## src/rtl/mvm_uart_pkg.sv

```systemverilog
// Shared constants and types for the MVM UART link (transmit and receive ends).
package mvm_uart_pkg;

  localparam int unsigned CLOCKS_PER_PULSE = 434;
  localparam int unsigned BITS_PER_WORD    = 8;
  localparam int unsigned PACKET_SIZE_TX   = BITS_PER_WORD + 5;
  localparam int unsigned R                = 2;
  localparam int unsigned W_Y_OUT          = 8;
  localparam int unsigned W_BUS_Y          = R * W_Y_OUT;
  localparam int unsigned N_WORDS_Y        = W_BUS_Y / BITS_PER_WORD;

  typedef enum logic {
    IDLE,
    SEND
  } tx_state_e;

endpackage

```

## src/rtl/mvm_uart_tx_if.sv

```systemverilog
// Valid/ready stream carrying one MVM result bus into the UART transmitter.
interface mvm_uart_tx_if #(
  parameter int unsigned W_BUS = mvm_uart_pkg::W_BUS_Y
) ();

  logic             valid;
  logic             ready;
  logic [W_BUS-1:0] data;

  modport master (output valid, output data, input ready);
  modport slave  (input valid, input data, output ready);

endinterface

```

## src/rtl/uart_baud_tick.sv

```systemverilog
// Bit-period counter: emits a one-cycle tick on the last cycle of every bit period.
module uart_baud_tick #(
  parameter int unsigned CLOCKS_PER_PULSE = 434
) (
  input  logic clk,
  input  logic rst,
  input  logic clr_i,
  input  logic en_i,
  output logic tick_o
);

  localparam int unsigned CntW = (CLOCKS_PER_PULSE > 1) ? $clog2(CLOCKS_PER_PULSE) : 1;
  localparam logic [CntW-1:0] CntMax = CntW'(CLOCKS_PER_PULSE - 1);

  logic [CntW-1:0] cnt_q, cnt_d;

  always_comb begin
    cnt_d = cnt_q;
    if (clr_i) begin
      cnt_d = '0;
    end else if (en_i) begin
      cnt_d = (cnt_q == CntMax) ? '0 : cnt_q + 1'b1;
    end
  end

  always_ff @(posedge clk or posedge rst) begin
    if (rst) begin
      cnt_q <= '0;
    end else begin
      cnt_q <= cnt_d;
    end
  end

  assign tick_o = en_i && !clr_i && (cnt_q == CntMax);

endmodule

```

## src/rtl/mvm_uart_tx.sv

```systemverilog
// Serialises one MVM result bus into N_WORDS back-to-back UART packets on tx_o.
module mvm_uart_tx #(
  parameter int unsigned CLOCKS_PER_PULSE = mvm_uart_pkg::CLOCKS_PER_PULSE,
  parameter int unsigned BITS_PER_WORD    = mvm_uart_pkg::BITS_PER_WORD,
  parameter int unsigned PACKET_SIZE      = mvm_uart_pkg::PACKET_SIZE_TX,
  parameter int unsigned R                = mvm_uart_pkg::R,
  parameter int unsigned W_Y_OUT          = mvm_uart_pkg::W_Y_OUT
) (
  input  logic               clk,
  input  logic               rst,
  mvm_uart_tx_if.slave       s_if,
  output logic               tx_o,
  output logic               busy_o
);

  import mvm_uart_pkg::*;

  localparam int unsigned W_BUS   = R * W_Y_OUT;
  localparam int unsigned N_WORDS = W_BUS / BITS_PER_WORD;
  localparam int unsigned FrameW  = N_WORDS * PACKET_SIZE;
  localparam int unsigned BitCntW = $clog2(FrameW + 1);
  localparam logic [BitCntW-1:0] LastBit = BitCntW'(FrameW - 1);

  if (W_BUS % BITS_PER_WORD != 0) begin : g_bad_bus
    $error("mvm_uart_tx: W_BUS must be a multiple of BITS_PER_WORD");
  end
  if (PACKET_SIZE < BITS_PER_WORD + 2) begin : g_bad_packet
    $error("mvm_uart_tx: PACKET_SIZE must hold start, data and at least one stop bit");
  end
  if (CLOCKS_PER_PULSE < 2) begin : g_bad_baud
    $error("mvm_uart_tx: CLOCKS_PER_PULSE must be at least 2");
  end

  tx_state_e           state_q;
  logic [FrameW-1:0]   shreg_q;
  logic [BitCntW-1:0]  bit_cnt_q;
  logic                tx_q;
  logic                ready_q;
  logic                busy_q;
  logic [FrameW-1:0]   frame;
  logic                accept;
  logic                tick;

  assign accept = s_if.valid && ready_q;

  // Whole transfer laid out low bit first: per word a start 0, data LSB first, then ones.
  always_comb begin
    frame = '1;
    for (int w = 0; w < N_WORDS; w++) begin
      frame[w*PACKET_SIZE] = 1'b0;
      frame[w*PACKET_SIZE+1 +: BITS_PER_WORD] = s_if.data[w*BITS_PER_WORD +: BITS_PER_WORD];
    end
  end

  uart_baud_tick #(
    .CLOCKS_PER_PULSE(CLOCKS_PER_PULSE)
  ) u_baud_tick (
    .clk   (clk),
    .rst   (rst),
    .clr_i (accept),
    .en_i  (state_q == SEND),
    .tick_o(tick)
  );

  always_ff @(posedge clk or posedge rst) begin
    if (rst) begin
      state_q   <= IDLE;
      shreg_q   <= '1;
      bit_cnt_q <= '0;
      tx_q      <= 1'b1;
      ready_q   <= 1'b1;
      busy_q    <= 1'b0;
    end else begin
      unique case (state_q)
        IDLE: begin
          tx_q <= 1'b1;
          if (accept) begin
            state_q   <= SEND;
            shreg_q   <= frame;
            bit_cnt_q <= '0;
            ready_q   <= 1'b0;
            busy_q    <= 1'b1;
          end
        end
        SEND: begin
          // tx lags the shift register by one cycle, giving the 1-cycle accept latency.
          tx_q <= shreg_q[0];
          if (tick) begin
            shreg_q <= {1'b1, shreg_q[FrameW-1:1]};
            if (bit_cnt_q == LastBit) begin
              state_q   <= IDLE;
              bit_cnt_q <= '0;
              ready_q   <= 1'b1;
              busy_q    <= 1'b0;
            end else begin
              bit_cnt_q <= bit_cnt_q + 1'b1;
            end
          end
        end
        default: state_q <= IDLE;
      endcase
    end
  end

  assign s_if.ready = ready_q;
  assign tx_o       = tx_q;
  assign busy_o     = busy_q;

endmodule

```

## src/flat_wrapper.sv

```systemverilog
// flat-port wrapper written by rule: the top's interface ports become plain ports
module mvm_uart_tx_flat import mvm_uart_pkg::*;
#(
  parameter int unsigned CLOCKS_PER_PULSE = mvm_uart_pkg::CLOCKS_PER_PULSE,
  parameter int unsigned BITS_PER_WORD    = mvm_uart_pkg::BITS_PER_WORD,
  parameter int unsigned PACKET_SIZE      = mvm_uart_pkg::PACKET_SIZE_TX,
  parameter int unsigned R                = mvm_uart_pkg::R,
  parameter int unsigned W_Y_OUT          = mvm_uart_pkg::W_Y_OUT
)
  (clk, rst, tx_o, busy_o, s_if_valid, s_if_data, s_if_ready);
  mvm_uart_tx_if #(.W_BUS(W_BUS_Y)) s_if_i ();
  input  logic clk;
  input  logic rst;
  output logic tx_o;
  output logic busy_o;
  input wire logic [$bits(s_if_i.valid)-1:0] s_if_valid;
  input wire logic [$bits(s_if_i.data)-1:0] s_if_data;
  output wire logic [$bits(s_if_i.ready)-1:0] s_if_ready;
  assign s_if_i.valid = s_if_valid;
  assign s_if_i.data = s_if_data;
  assign s_if_ready = s_if_i.ready;
  mvm_uart_tx #(.CLOCKS_PER_PULSE(CLOCKS_PER_PULSE), .BITS_PER_WORD(BITS_PER_WORD), .PACKET_SIZE(PACKET_SIZE), .R(R), .W_Y_OUT(W_Y_OUT)) u_core (.clk(clk), .rst(rst), .s_if(s_if_i), .tx_o(tx_o), .busy_o(busy_o));
endmodule
```

## config.mk

```make
export PLATFORM = sky130hd
export DESIGN_NAME = mvm_uart_tx_flat
export DESIGN_NICKNAME = d
export VERILOG_FILES = /design/src/rtl/mvm_uart_pkg.sv /design/src/rtl/mvm_uart_tx_if.sv /design/src/rtl/uart_baud_tick.sv /design/src/rtl/mvm_uart_tx.sv /design/src/flat_wrapper.sv
export SDC_FILE = /design/constraint.sdc
export NUM_CORES = 1
export LEC_CHECK = 0
export ABC_AREA = 1
export BUFFER_PORTS_ARGS = -buffer_cell sky130_fd_sc_hd__buf_2
export CAP_MARGIN = 20
export CORE_MARGIN = 2
export CORE_UTILIZATION = 30
export DETAILED_ROUTE_END_ITERATION = 10
export SETUP_SLACK_MARGIN = 0.15
export SLEW_MARGIN = 30
export SYNTH_ARGS = -nofsm -noshare
export SYNTH_HDL_FRONTEND = slang
export SYNTH_HIERARCHICAL = 1
export SYNTH_SLANG_ARGS = --single-unit
export TNS_END_PERCENT = 5
```

## constraint.sdc

```tcl
create_clock -name clk -period 1.79 [get_ports clk]
set_input_delay 0.0895 -clock clk [delete_from_list [all_inputs] [get_ports clk]]
set_output_delay 0.0895 -clock clk [all_outputs]
set_load 0.02 [all_outputs]
```

==> reports/metrics.yaml <==
dpl-instance-area_mm2: 0.00236
finalNetCount: 319
rows: 30
yosys_register_bits: 40
num_antenna_cells: 0
synth_warnings: 6
path_class: "flop to flop"
vias: 1696
drv_slew: 0
rrSetupSlack_ns: 0.25
die_w_um: 87.9
hold_viol: 0
cp-start-kind: "flop"
numCtsBuffers: 5
cp_max_fo: 9
multi_input_area_um2: 876
end_kind: "flop"
startpoint: "u_core/u_baud_tick/cnt_q[1]"
finalPower_mw: 1.55
drc: 0
p_per_area_mw_per_mm2: 619
synth_ff_type: "dfstp_2"
rsz0062_at_grt: "yes"
synth_cell_types: 26
hold_path_class: "input pin to flop"
total_leakage_power_nw: 1.32
r2r_end: "u_core/shreg_q[15]"
finalCriticalPeriod_ns: 1.54
syn_inst: 263
grt_usage: 0.110
wirelength_um: 4050
timing.fmax_ghz: 0.648
nFillCells: 688
yosysMostFrequentCell: "nand2_1"
fin_ws_ns: 0.246
worst_ep_required_time_ns: 2.01
synthTopCellsByCount: "nand2_1, inv_1, dfstp_2"
dp_hpwl_um: 2970
core_area_mm2: 0.00679
synth_area_mm2: 0.00211
finalCritPeriodShare: 0.862
routedWlPerCell_um: 10.3
crit_arrival_ns: 1.76
drt-vias-per-instance: 4.32
start_util: 0.311
post-synth-top-area-cell: "dfstp_2"
cts_max_path_buffers: 2
layout-drive-gt1-share: 0.290
antenna_found_initial: 0
firstDrtPassIters: 4
cts_max_level: 2
grt_pass1_vias: 1444
async_flop_share: 1.00
vdd_drop_max_mv: 0.264
die-area_mm2: 0.00773
r2r_cells: 11
grt-ovfl-total: 0
setup_violations: 0
maxSlewHeadroom: 0.734
fin_skew_ns: 0.0132
finalInstanceArea_mm2: 0.00250
tns_ns: 0
cts.sinks: 40
clk_latency_ns: 0.29
synth_seq_area_share: 0.488
worstMarginPinSlew_ns: 0.398
grt_max_degree: 32
synth.area.top_cells: "dfstp_2, dfrtp_1, nand2_1"
seq_area_mm2: 0.00103
ant_nets: 0
drtIter0Drc: 63
pre_cts_ws_ns: 0.0712
clk_pin_slew_ns: 0.08
utilization: 0.368
cts_tree: "yes"
avgSynthCellArea_um2: 8.04
outcome: "finished clean"
synth_edf_count: 0
port_buffers: 21
gp_congestion: 0.840
grt_first_pass_wirelength_um: 6600
endpoint: "u_core/shreg_q[15]"
area_growth_pct: 18.2
reg2reg_from: "u_core/u_baud_tick/cnt_q[1]"
synth_nets: 286
die_h_um: 87.9
drv_cap: 0
io-pin-count: 22
synth_top_cell_area_share: 0.298
cts-root-buf: "clkbuf_8"
==> sequential cells by signal, indices dropped and copies added, names as in the netlist <==
signal                    cells
u_core/u_baud_tick/cnt_q      9
u_core/state_q                1
u_core/shreg_q               22
u_core/bit_cnt_q              5
u_core/s_if.ready             1
u_core/busy_o                 1
u_core/tx_o                   1
==> logic make-up (layout without fill, tap and decap cells) <==
kind of cell / count (synthesis) / in the layout / synth area share
flip-flops: 40 / 40 / 0.488
buffers and inverters: 50 / 84 / 0.107
XOR/XNOR: 3 / 3 / 0.0124
adder cells (fa/ha/maj): 4 / 4 / 0.0237
AO/OA/AOI/OAI: 48 / 48 / 0.126
AND/OR/NAND/NOR: 118 / 118 / 0.243
==> layer usage <==
metal	routed length [µm]	global-route usage	up-vias	part of all wire
met5	0	0	-	0
met4	83	0.0490	0	0.021
met3	104	0.0292	8	0.026
met2	1830	0.162	19	0.45
met1	2030	0.152	774	0.50
li1	-	-	895	-
==> critical path: stages (launching register included) <==
cell and delay [ns]:
dfrtp_1 0.38, inv_1 0.08, ha_1 0.14, nand2_1 0.06, nor2_1 0.13, nand2_2 0.09, nor2_4 0.12, nand2_4 0.09
nand2_4 0.13, buf_6 0.14, nand2_1 0.05, o21ai_1 0.08
==> metrics by stage <==
step	instances	hold WS [ns]
floorplan	263	-0.0826
global placement	382	0.0898
detailed placement	382	0.0932
CTS	393	0.0262
global route	393	0.0266
finish	393	0.0349
==> layout by cell type (no fill, tap or decap), types with 2 or more instances in the layout <==
cell type	n
nand2_2	4
o22ai_1	3
clkbuf_8	5
dfrtp_1	16
nand2_1	70
dfstp_2	24
buf_2	21
clkinv_1	2
nor2_2	6
o21bai_1	3
inv_2	4
o21ai_0	16
buf_4	9
ha_1	4
nand3_1	16
o21ai_1	23
nand2_4	2
clkinv_2	2
nand4_1	4
xor2_1	2
buf_6	2
nor2_4	2
inv_1	36
nor2_1	13
==> final cells by class <==
cell class | instances | area share
flip-flops and latches | 40 | 0.413
inverters | 42 | 0.0631
well taps | 96 | 0.0481
multi-input cells | 173 | 0.351
repair buffers | 34 | 0.0902
clock inverters | 3 | 0.00752
clock buffers | 5 | 0.0276
==> worst min-delay path by stage <==
stage                   from                           to  slack [ns]  depth (start not counted)
2_1_floorplan            rst  u_core/u_baud_tick/cnt_q[0]       -0.08                          1
3_3_place_gp             rst  u_core/u_baud_tick/cnt_q[6]        0.09                          2
3_5_place_dp             rst  u_core/u_baud_tick/cnt_q[6]        0.09                          2
4_1_cts        s_if_data[15]           u_core/shreg_q[21]        0.03                          3
5_1_grt        s_if_data[15]           u_core/shreg_q[21]        0.03                          3
6_report       s_if_data[15]           u_core/shreg_q[21]        0.03                          3
==> power by group <==
part | switching (mW) | total, mW | internal (mW)
registers | 0 | 0.906 | 0.906
clock network | 0.312 | 0.584 | 0.272
logic | 0.0326 | 0.0573 | 0.0246
total | 0.345 | 1.55 | 1.20
==> repair_timing <==
item / CTS / global route
gates resized for setup: 1 / 6
hold buffers: 1 / 0
setup endpoints to repair: 19 / 25
pin swaps: 1 / 2
endpoints found under the hold margin: 16 / 0
buffers inserted: 2 / 0
No activity file was read; power rests on OpenSTA's default activity.
